File: src/rtl/store_buf_pkg.sv
// Shared definitions for the store buffer: store-width encodings, bus FSM states, entry format.
package store_buf_pkg;

   localparam logic [2:0] WT_BYTE = 3'd0;
   localparam logic [2:0] WT_HALF = 3'd1;
   localparam logic [2:0] WT_WORD = 3'd2;

   typedef enum logic {
      ST_IDLE = 1'b0,
      ST_BUSY = 1'b1
   } bus_state_t;

   typedef struct packed {
      logic [29:0] waddr;
      logic [31:0] wdata;
      logic [3:0]  wstrb;
   } sb_entry_t;

   function automatic logic wt_valid(input logic [2:0] wt);
      return (wt == WT_BYTE) || (wt == WT_HALF) || (wt == WT_WORD);
   endfunction

endpackage

File: src/rtl/store_buf_fifo.sv
// Circular store queue; exposes every slot and its valid bit so loads can be hazard-checked.
// Push and pop take effect on the same edge they are requested; the caller guarantees no push when full.
module store_buf_fifo
   import store_buf_pkg::*;
#(
   parameter int DEPTH = 4
) (
   input  logic                      clk,
   input  logic                      rst,
   input  logic                      i_push,
   input  sb_entry_t                 i_entry,
   input  logic                      i_pop,
   output sb_entry_t                 o_head,
   output sb_entry_t                 o_next,
   output sb_entry_t [DEPTH-1:0]     o_entries,
   output logic      [DEPTH-1:0]     o_valid,
   output logic      [$clog2(DEPTH):0] o_count
);

   localparam int PW = $clog2(DEPTH);

   sb_entry_t [DEPTH-1:0] r_mem;
   logic      [DEPTH-1:0] r_valid;
   logic      [PW-1:0]    r_wr_ptr;
   logic      [PW-1:0]    r_rd_ptr;
   logic      [PW:0]      r_count;
   logic      [PW-1:0]    w_rd_next;

   assign w_rd_next = r_rd_ptr + PW'(1);

   always_ff @(posedge clk or posedge rst) begin
      if (rst) begin
         r_mem    <= '0;
         r_valid  <= '0;
         r_wr_ptr <= '0;
         r_rd_ptr <= '0;
         r_count  <= '0;
      end else begin
         if (i_pop) begin
            r_valid[r_rd_ptr] <= 1'b0;
            r_rd_ptr          <= w_rd_next;
         end
         if (i_push) begin
            r_mem[r_wr_ptr]   <= i_entry;
            r_valid[r_wr_ptr] <= 1'b1;
            r_wr_ptr          <= r_wr_ptr + PW'(1);
         end
         case ({i_push, i_pop})
            2'b10:   r_count <= r_count + (PW+1)'(1);
            2'b01:   r_count <= r_count - (PW+1)'(1);
            default: r_count <= r_count;
         endcase
      end
   end

   assign o_head    = r_mem[r_rd_ptr];
   assign o_next    = r_mem[w_rd_next];
   assign o_entries = r_mem;
   assign o_valid   = r_valid;
   assign o_count   = r_count;

endmodule

File: src/rtl/store_buffer.sv
// Posted-write store buffer: lane-aligns pipeline stores, queues them, and drains them one at a time to RAM.
// Optional STORE_BUF_MISALIGN_CHK_EN drops misaligned half/word stores and pulses misalign_err.
module store_buffer
   import store_buf_pkg::*;
#(
   parameter int DEPTH = 4
) (
   input  logic        clk,
   input  logic        rst,
   input  logic        ram_write,
   input  logic [2:0]  write_type,
   input  logic [31:0] mem_addr,
   input  logic [31:0] mem_write_data,
   input  logic        mem_read,
   output logic        stall,
   output logic        drained,
   output logic        bus_req,
   output logic [31:0] bus_addr,
   output logic [31:0] bus_wdata,
   output logic [3:0]  bus_wstrb,
   input  logic        bus_ack
`ifdef STORE_BUF_MISALIGN_CHK_EN
   ,
   output logic        misalign_err
`endif
);

   localparam int CW = $clog2(DEPTH) + 1;

   bus_state_t            r_state;
   bus_state_t            w_state_nxt;
   logic [31:0]           r_bus_addr;
   logic [31:0]           r_bus_wdata;
   logic [3:0]            r_bus_wstrb;

   sb_entry_t             w_entry;
   sb_entry_t             w_head;
   sb_entry_t             w_next;
   sb_entry_t             w_load_entry;
   sb_entry_t [DEPTH-1:0] w_entries;
   logic [DEPTH-1:0]      w_valid;
   logic [CW-1:0]         w_count;
   logic                  w_store_req;
   logic                  w_full;
   logic                  w_hazard;
   logic                  w_push;
   logic                  w_pop;
   logic                  w_load;
   logic                  w_sel_next;

   always_comb begin
      w_entry       = '0;
      w_entry.waddr = mem_addr[31:2];
      case (write_type)
         WT_BYTE: begin
            w_entry.wdata = {4{mem_write_data[7:0]}};
            w_entry.wstrb = 4'b0001 << mem_addr[1:0];
         end
         WT_HALF: begin
            w_entry.wdata = {2{mem_write_data[15:0]}};
            w_entry.wstrb = 4'b0011 << {mem_addr[1], 1'b0};
         end
         WT_WORD: begin
            w_entry.wdata = mem_write_data;
            w_entry.wstrb = 4'b1111;
         end
         default: ;
      endcase
   end

   // Every queued slot, including the one on the bus, blocks a load to the same word.
   always_comb begin
      w_hazard = 1'b0;
      for (int i = 0; i < DEPTH; i++) begin
         if (w_valid[i] && (w_entries[i].waddr == mem_addr[31:2])) begin
            w_hazard = 1'b1;
         end
      end
      w_hazard = w_hazard & mem_read;
   end

   assign w_store_req = ram_write & wt_valid(write_type);
   assign w_full      = (w_count == CW'(DEPTH));
   assign stall       = (w_store_req & w_full) | w_hazard;
   assign drained     = (w_count == '0) && (r_state == ST_IDLE);

`ifdef STORE_BUF_MISALIGN_CHK_EN
   logic w_misaligned;
   logic r_misalign_err;

   assign w_misaligned = ((write_type == WT_HALF) && mem_addr[0]) ||
                         ((write_type == WT_WORD) && (mem_addr[1:0] != 2'b00));
   assign w_push       = w_store_req & ~stall & ~w_misaligned;

   always_ff @(posedge clk or posedge rst) begin
      if (rst) r_misalign_err <= 1'b0;
      else     r_misalign_err <= w_store_req & ~stall & w_misaligned;
   end

   assign misalign_err = r_misalign_err;
`else
   assign w_push = w_store_req & ~stall;
`endif

   store_buf_fifo #(
      .DEPTH (DEPTH)
   ) u_fifo (
      .clk       (clk),
      .rst       (rst),
      .i_push    (w_push),
      .i_entry   (w_entry),
      .i_pop     (w_pop),
      .o_head    (w_head),
      .o_next    (w_next),
      .o_entries (w_entries),
      .o_valid   (w_valid),
      .o_count   (w_count)
   );

   always_ff @(posedge clk or posedge rst) begin
      if (rst) r_state <= ST_IDLE;
      else     r_state <= w_state_nxt;
   end

   // On ack the head is popped this edge, so the following entry sits one slot past it.
   always_comb begin
      w_state_nxt = r_state;
      w_pop       = 1'b0;
      w_load      = 1'b0;
      w_sel_next  = 1'b0;
      case (r_state)
         ST_IDLE: begin
            if (w_count != '0) begin
               w_load      = 1'b1;
               w_state_nxt = ST_BUSY;
            end
         end
         ST_BUSY: begin
            if (bus_ack) begin
               w_pop = 1'b1;
               if (w_count > CW'(1)) begin
                  w_load     = 1'b1;
                  w_sel_next = 1'b1;
               end else begin
                  w_state_nxt = ST_IDLE;
               end
            end
         end
         default: w_state_nxt = ST_IDLE;
      endcase
   end

   assign w_load_entry = w_sel_next ? w_next : w_head;

   always_ff @(posedge clk or posedge rst) begin
      if (rst) begin
         r_bus_addr  <= '0;
         r_bus_wdata <= '0;
         r_bus_wstrb <= '0;
      end else if (w_load) begin
         r_bus_addr  <= {w_load_entry.waddr, 2'b00};
         r_bus_wdata <= w_load_entry.wdata;
         r_bus_wstrb <= w_load_entry.wstrb;
      end
   end

   assign bus_req   = (r_state == ST_BUSY);
   assign bus_addr  = r_bus_addr;
   assign bus_wdata = r_bus_wdata;
   assign bus_wstrb = r_bus_wstrb;

endmodule

File: config.mk
export PLATFORM = sky130hd
export DESIGN_NAME = store_buffer
export DESIGN_NICKNAME = d
export VERILOG_FILES = /design/src/rtl/store_buf_pkg.sv /design/src/rtl/store_buf_fifo.sv /design/src/rtl/store_buffer.sv
export SDC_FILE = /design/constraint.sdc
export NUM_CORES = 1
export LEC_CHECK = 0
export CAP_MARGIN = 20
export CORE_MARGIN = 3
export CORE_UTILIZATION = 65
export CTS_CLUSTER_SIZE = 14
export DETAILED_ROUTE_END_ITERATION = 8
export DONT_BUFFER_PORTS = 1
export GPL_ROUTABILITY_DRIVEN = 0
export PLACE_DENSITY_LB_ADDON = 0.05
export SYNTH_ARGS = -nofsm -noshare
export SYNTH_HDL_FRONTEND = slang
export SYNTH_SLANG_ARGS = --single-unit
File: constraint.sdc
create_clock -name clk -period 18.7 [get_ports clk]
set_input_delay 2.805 -clock clk [delete_from_list [all_inputs] [get_ports clk]]
set_output_delay 2.805 -clock clk [all_outputs]
set_load 0.05 [all_outputs]
Yosys cells after proc, flatten, opt, wreduce, memory -nomap -nowiden

Cells that the tools add are included.

Register bits: 342
Latch bits: 0
Memory bits (writable): 0
ROM bits: 0
Input port bits: 72
Output and inout port bits: 71
Word-level logic and storage cells: 93
Memories: 0

Add/subtract/negate cells: 4
$mul: 0
Divide/modulo/power cells: 0
Magnitude comparators: 6
Equal/unequal tests: 9
Shift operators: 2
Mux-type cells: 29
Bitwise logic cells: 10
Reductions and logical operators: 13

Operator list:

| cell                | number |
|---|---|
| $bmux 66 s2         | 2 |
| $bwmux 264          | 1 |
| $mux 66             | 4 |
| $demux 66 s2        | 1 |
| $eq 30x30->1        | 4 |
| $pmux 36 s3         | 1 |
| $mux 1              | 13 |
| $lt 2x3->1 const B  | 3 |
| $mux 4              | 2 |
| $logic_and 1x1->1   | 7 |
| $logic_not 3->1     | 2 |
| $pmux 3 s2          | 1 |
| $add 2x1->2 const B | 2 |
| $and 1x1->1         | 4 |
| $and 4x4->4         | 1 |
| $demux 1 s2         | 2 |
| $ge 2x1->1 const B  | 2 |
| $not 4->4           | 1 |
| $or 4x4->4          | 1 |
| $pmux 1 s2          | 2 |
| $shl 1x2->4 const A | 1 |
| $shl 2x2->4 const A | 1 |
| $add 3x1->3 const B | 1 |
| $eq 3x1->1 const B  | 1 |
| 11 further kinds    | 13 |

Longest topological paths before layout

Word-level depth: 12
Mapped depth: 12
Gate-level depth less buffers: 11

By module

Synthesis repeated with hierarchy kept, for this count alone.

Cells, all modules: 1365
Area, all modules: 18659.1 µm²

Modules (own cells, without submodules):

| module         | instances | cells each | area each (µm²) | seq. area each (µm²) |
|---|---|---|---|---|
| store_buf_fifo | 1         | 773        | 13553.0         | 6881.6 |
| store_buffer   | 1         | 592        | 5106.1          | 1676.6 |

Least setup slack after synthesis

No wires, ideal clock.

Path kind: input to output
Start point: input port mem_addr[14]
End point: output port stall
Arrival time: 4478 ps
Required time: 15895 ps
Slack: 11417 ps
Cell stages on the path: 8
Buffers on the path: 1
Cell sequence: buf_2 > xnor2_1 > nand4_1 > a2111oi_0 > nand4_1 > nand4_2 > nand2_1 > o21ai_0

Longest elaborated chain between the ends: 8
Elaborated cells on any way between the ends: 14
Classes of those cells: eq/ne: 4; mux: 4; bitwise: 2; reduce/logical: 4

Ends and longest elaborated chain:

| element              | RTL line           | RTL |
|---|---|---|
| start, declared      | store_buffer.sv:12 | `input logic [31:0] mem_addr,` |
| $eq 30x30->1         | store_buffer.sv:75 | `if (w_valid[i] && (w_entries[i].waddr == mem_addr[31:2])) begin` |
| $logic_and 1x1->1    | store_buffer.sv:75 |  |
| $mux 1 (3 in series) | store_buffer.sv:75 |  |
| $mux 1 *             | store_buffer.sv:75 |  |
| $and 1x1->1 *        | store_buffer.sv:79 | `w_hazard = w_hazard & mem_read;` |
| $or 1x1->1 *         | store_buffer.sv:84 | `assign stall = (w_store_req & w_full) \| w_hazard;` |
| end, declared        | store_buffer.sv:15 | `output logic stall,` |

Mark *: on every way between the ends. The rest lies on a longest branch, timed or not.

Worst setup path in the final report

Start point: input port mem_addr[26]
End point: output port stall

The elaborated chain is that of the path after synthesis.

==> impl_metrics.py <==
metrics = {
    "timing": {
        "clock_skew_ns": 0.01610,
        "slew_headroom_pct": 26.74,
        "report.final.slew_viol_count": 0,
        "fin_crit_ns": 7.720,
        "max_slew.worst_pin.slew_ns": 1.096,
        "min_period_over_period_pct": 41.28,
        "setup_violations": 0,
        "rsz0062_at_grt": "no",
        "fmax_mhz": 129.5,
        "hold_violations": 0,
        "final.setup.tns_ns": 0,
    },
    "place": {
        "hpwlAfterDp_mm": 28.48,
        "dpl_cell_area_um2": 18860,
        "io_buffers": 0,
        "dp.cells": 1648,
    },
    "finish": {
        "fin_util_pct": 71.56,
        "nNetsFinal": 1394,
        "stdcell_count": 1716,
        "fin_area_um2": 20150,
        "nFillCells": 1885,
        "layout_common_cells": "340 x dfrtp_1, 170 x nand2_1, 149 x mux2_2",
        "final_common_cell": "dfrtp_1",
        "drive_above_1_share_pct": 36.98,
        "area_growth_pct": 7.244,
    },
    "cts": {
        "cts-hold-fix-buffers": 0,
        "cts_inserted_buffers": 38,
        "postCtsResizedCells": 0,
        "ctsLongestPathBuffers": 3,
        "path_clk_slew_ns": 0.06,
        "clk_latency_ns": 0.52,
        "cts_tree": "built",
        "clock-root-buffer": "clkbuf_16",
        "post-cts-setup-buffers": 0,
        "cts_sinks": 342,
        "h-tree-depth": 2,
    },
    "power": {
        "leakage_nw": 8.728,
        "vdd_drop_max_v": 0.0001843,
        "power_density_nw_per_um2": 198.7,
    },
    "run": {
        "maxCapViolCount": 0,
    },
    "setup_path": {
        "cp_max_fo": 8,
        "worstPathRequired_ns": 15.89,
        "r2r_start": "u_fifo.o_entries[238]$_DFFE_PP0P_",
        "end_kind": "output pin",
        "critPathArrivalTime_ns": 4.91,
        "r2r_setup_slack_ns": 14.87,
        "ff2ff_path_depth": 7,
        "cp-start-kind": "primary input",
        "critical_path_class": "primary input to output pin",
        "r2r_end": "u_fifo.o_entries[36]$_DFFE_PP0P_",
    },
    "floorplanning": {
        "io_pins": 143,
        "fp-row-count": 61,
        "design.die.area_um2": 30990,
        "core_um2": 28160,
        "initial_core_util_pct": 66.73,
        "fp.dieW_um": 176.0,
        "die_y_um": 176.0,
    },
    "synth": {
        "yosysWarnings": 0,
        "synth-async-reset-ratio_pct": 100.0,
        "synth_top_area_share_pct": 45.54,
        "synthFlopType": "dfrtp_1",
        "ys_ff_latch": 342,
        "yosysSeqAreaShare_pct": 45.54,
        "synth_area_um2": 18790,
        "syn_area_per_cell_um2": 13.71,
        "ys_types": 33,
        "ys_top_cells_by_area": "dfrtp_1 46%, mux4_2 16%, mux2_4 9.3%",
        "synthCells": 1371,
        "yosysTopAreaCell": "dfrtp_1",
        "synth_edf_count": 0,
    },
    "hold_path": {
        "hold_class": "flop to flop",
        "holdPathEnd": "u_fifo.o_valid[3]$_DFF_PP0_",
        "min_path_cells": 1,
        "min_from": "u_fifo.o_valid[3]$_DFF_PP0_",
    },
    "routing": {
        "wirelength_mm": 45.59,
        "antenna_left": 0,
        "first_pass_iters": 6,
        "post_drt_wl_per_cell_um": 26.57,
        "dr_total_vias": 11470,
        "drc_errors": 0,
        "drt_iter0_drc": 1080,
        "viasPerCell": 6.686,
    },
    "global_routing": {
        "globalRouteOverflowTotal": 0,
        "grt_pass1_vias": 11800,
        "antenna_found_initial": 1,
        "grt_max_degree": 140,
        "grt_pass1_wl_mm": 71.58,
        "grt_usage_pct": 29.99,
    },
    "outcome": {
        "status": "finished, final reports clean",
    },
}
how the worst max path moves through the flow:
stage | from | slack (ns) | endpoint
floorplan | rst | 6.41 | bus_addr[10]$_DFFE_PP0P_
global placement | mem_addr[14] | 11.08 | stall
detailed placement | mem_addr[14] | 11.02 | stall
CTS | mem_addr[14] | 11.01 | stall
global route | mem_addr[26] | 10.90 | stall
finish | mem_addr[26] | 10.98 | stall
power by group:
group	internal [W]	leakage, nW	switching (W)
registers	0.00108	4.33	0.000527
logic	0.000940	3.77	0.000685
clock network	0.000475	0.632	0.000299
total	0.00249	8.73	0.00151
stage by stage:
step	worst slack, ns	total power, W	hold slack [ns]
finish	10.98	0.004004	0.5047
floorplan	6.415	0.002847	0.4430
CTS	11.01	0.004017	0.5028
global route	10.90	0.004215	0.5267
detailed placement	11.02	0.003233	0.4900
global placement	11.08	0.003176	0.4814
cell usage after synthesis (all sizes together), types with 12 or more instances:
library cell / number
nor4: 15
mux2: 265
ha: 12
dfrtp: 342
mux4: 132
xor2: 41
o21ai: 12
nand2: 170
a21oi: 24
a22oi: 66
buf: 83
xnor2: 83
nand4: 24
inv: 19
clkbuf: 37
worst max-delay path, cell delays in order:
cell and delay, ns:
xnor2_1 0.30, nand2_1 0.12, a2111oi_0 0.52, nand4_1 0.19
nand4_2 0.36, nand2_1 0.09, o21ai_1 0.52
logic make-up (layout without fill, tap and decap cells):
family / count (synthesis) / in the layout / synth area share [%]
muxes: 406 / 406 / 34.49
DFF: 342 / 342 / 45.54
and+or+nand+nor: 235 / 235 / 5.539
buffers and inverters: 139 / 103 / 3.748
xor gates and xnor gates: 124 / 124 / 5.779
AOI/OAI and AO/OA: 112 / 112 / 4.081
adders and majority gates: 12 / 12 / 0.7989
other: 1 / 4 / 0.01995
registers in the layout (all words and copies together) (netlist names):
register / flops
bus_wdata: 32
u_fifo.o_valid: 4
u_fifo.o_count: 3
u_fifo.r_rd_ptr: 2
bus_addr: 30
u_fifo.r_wr_ptr: 2
bus_wstrb: 4
bus_req: 1
u_fifo.o_entries: 264
routing by layer:
metal  wire [um]  up-vias  global-route usage (%)
li1            -     4866                       -
met1       20000     6127                   44.40
met2       21130      420                   45.00
met3        3664       61                   8.559
met4         798        0                   6.565
met5           0        -                       0
layout make-up:
type                            count  area, um^2  share of cell area (%)
Antenna cell                        2       5.005                 0.02483
Clock buffer                       53        1089                   5.401
Clock inverter                     13       200.2                  0.9933
Inverter                           19       78.83                  0.3911
Multi-Input combinational cell    891        9608                   47.67
Sequential cell                   342        8566                   42.50
Tap cell                          378       473.0                   2.347
Timing Repair Buffer               18       135.1                  0.6705
Power figures use the tool's default switching activity.
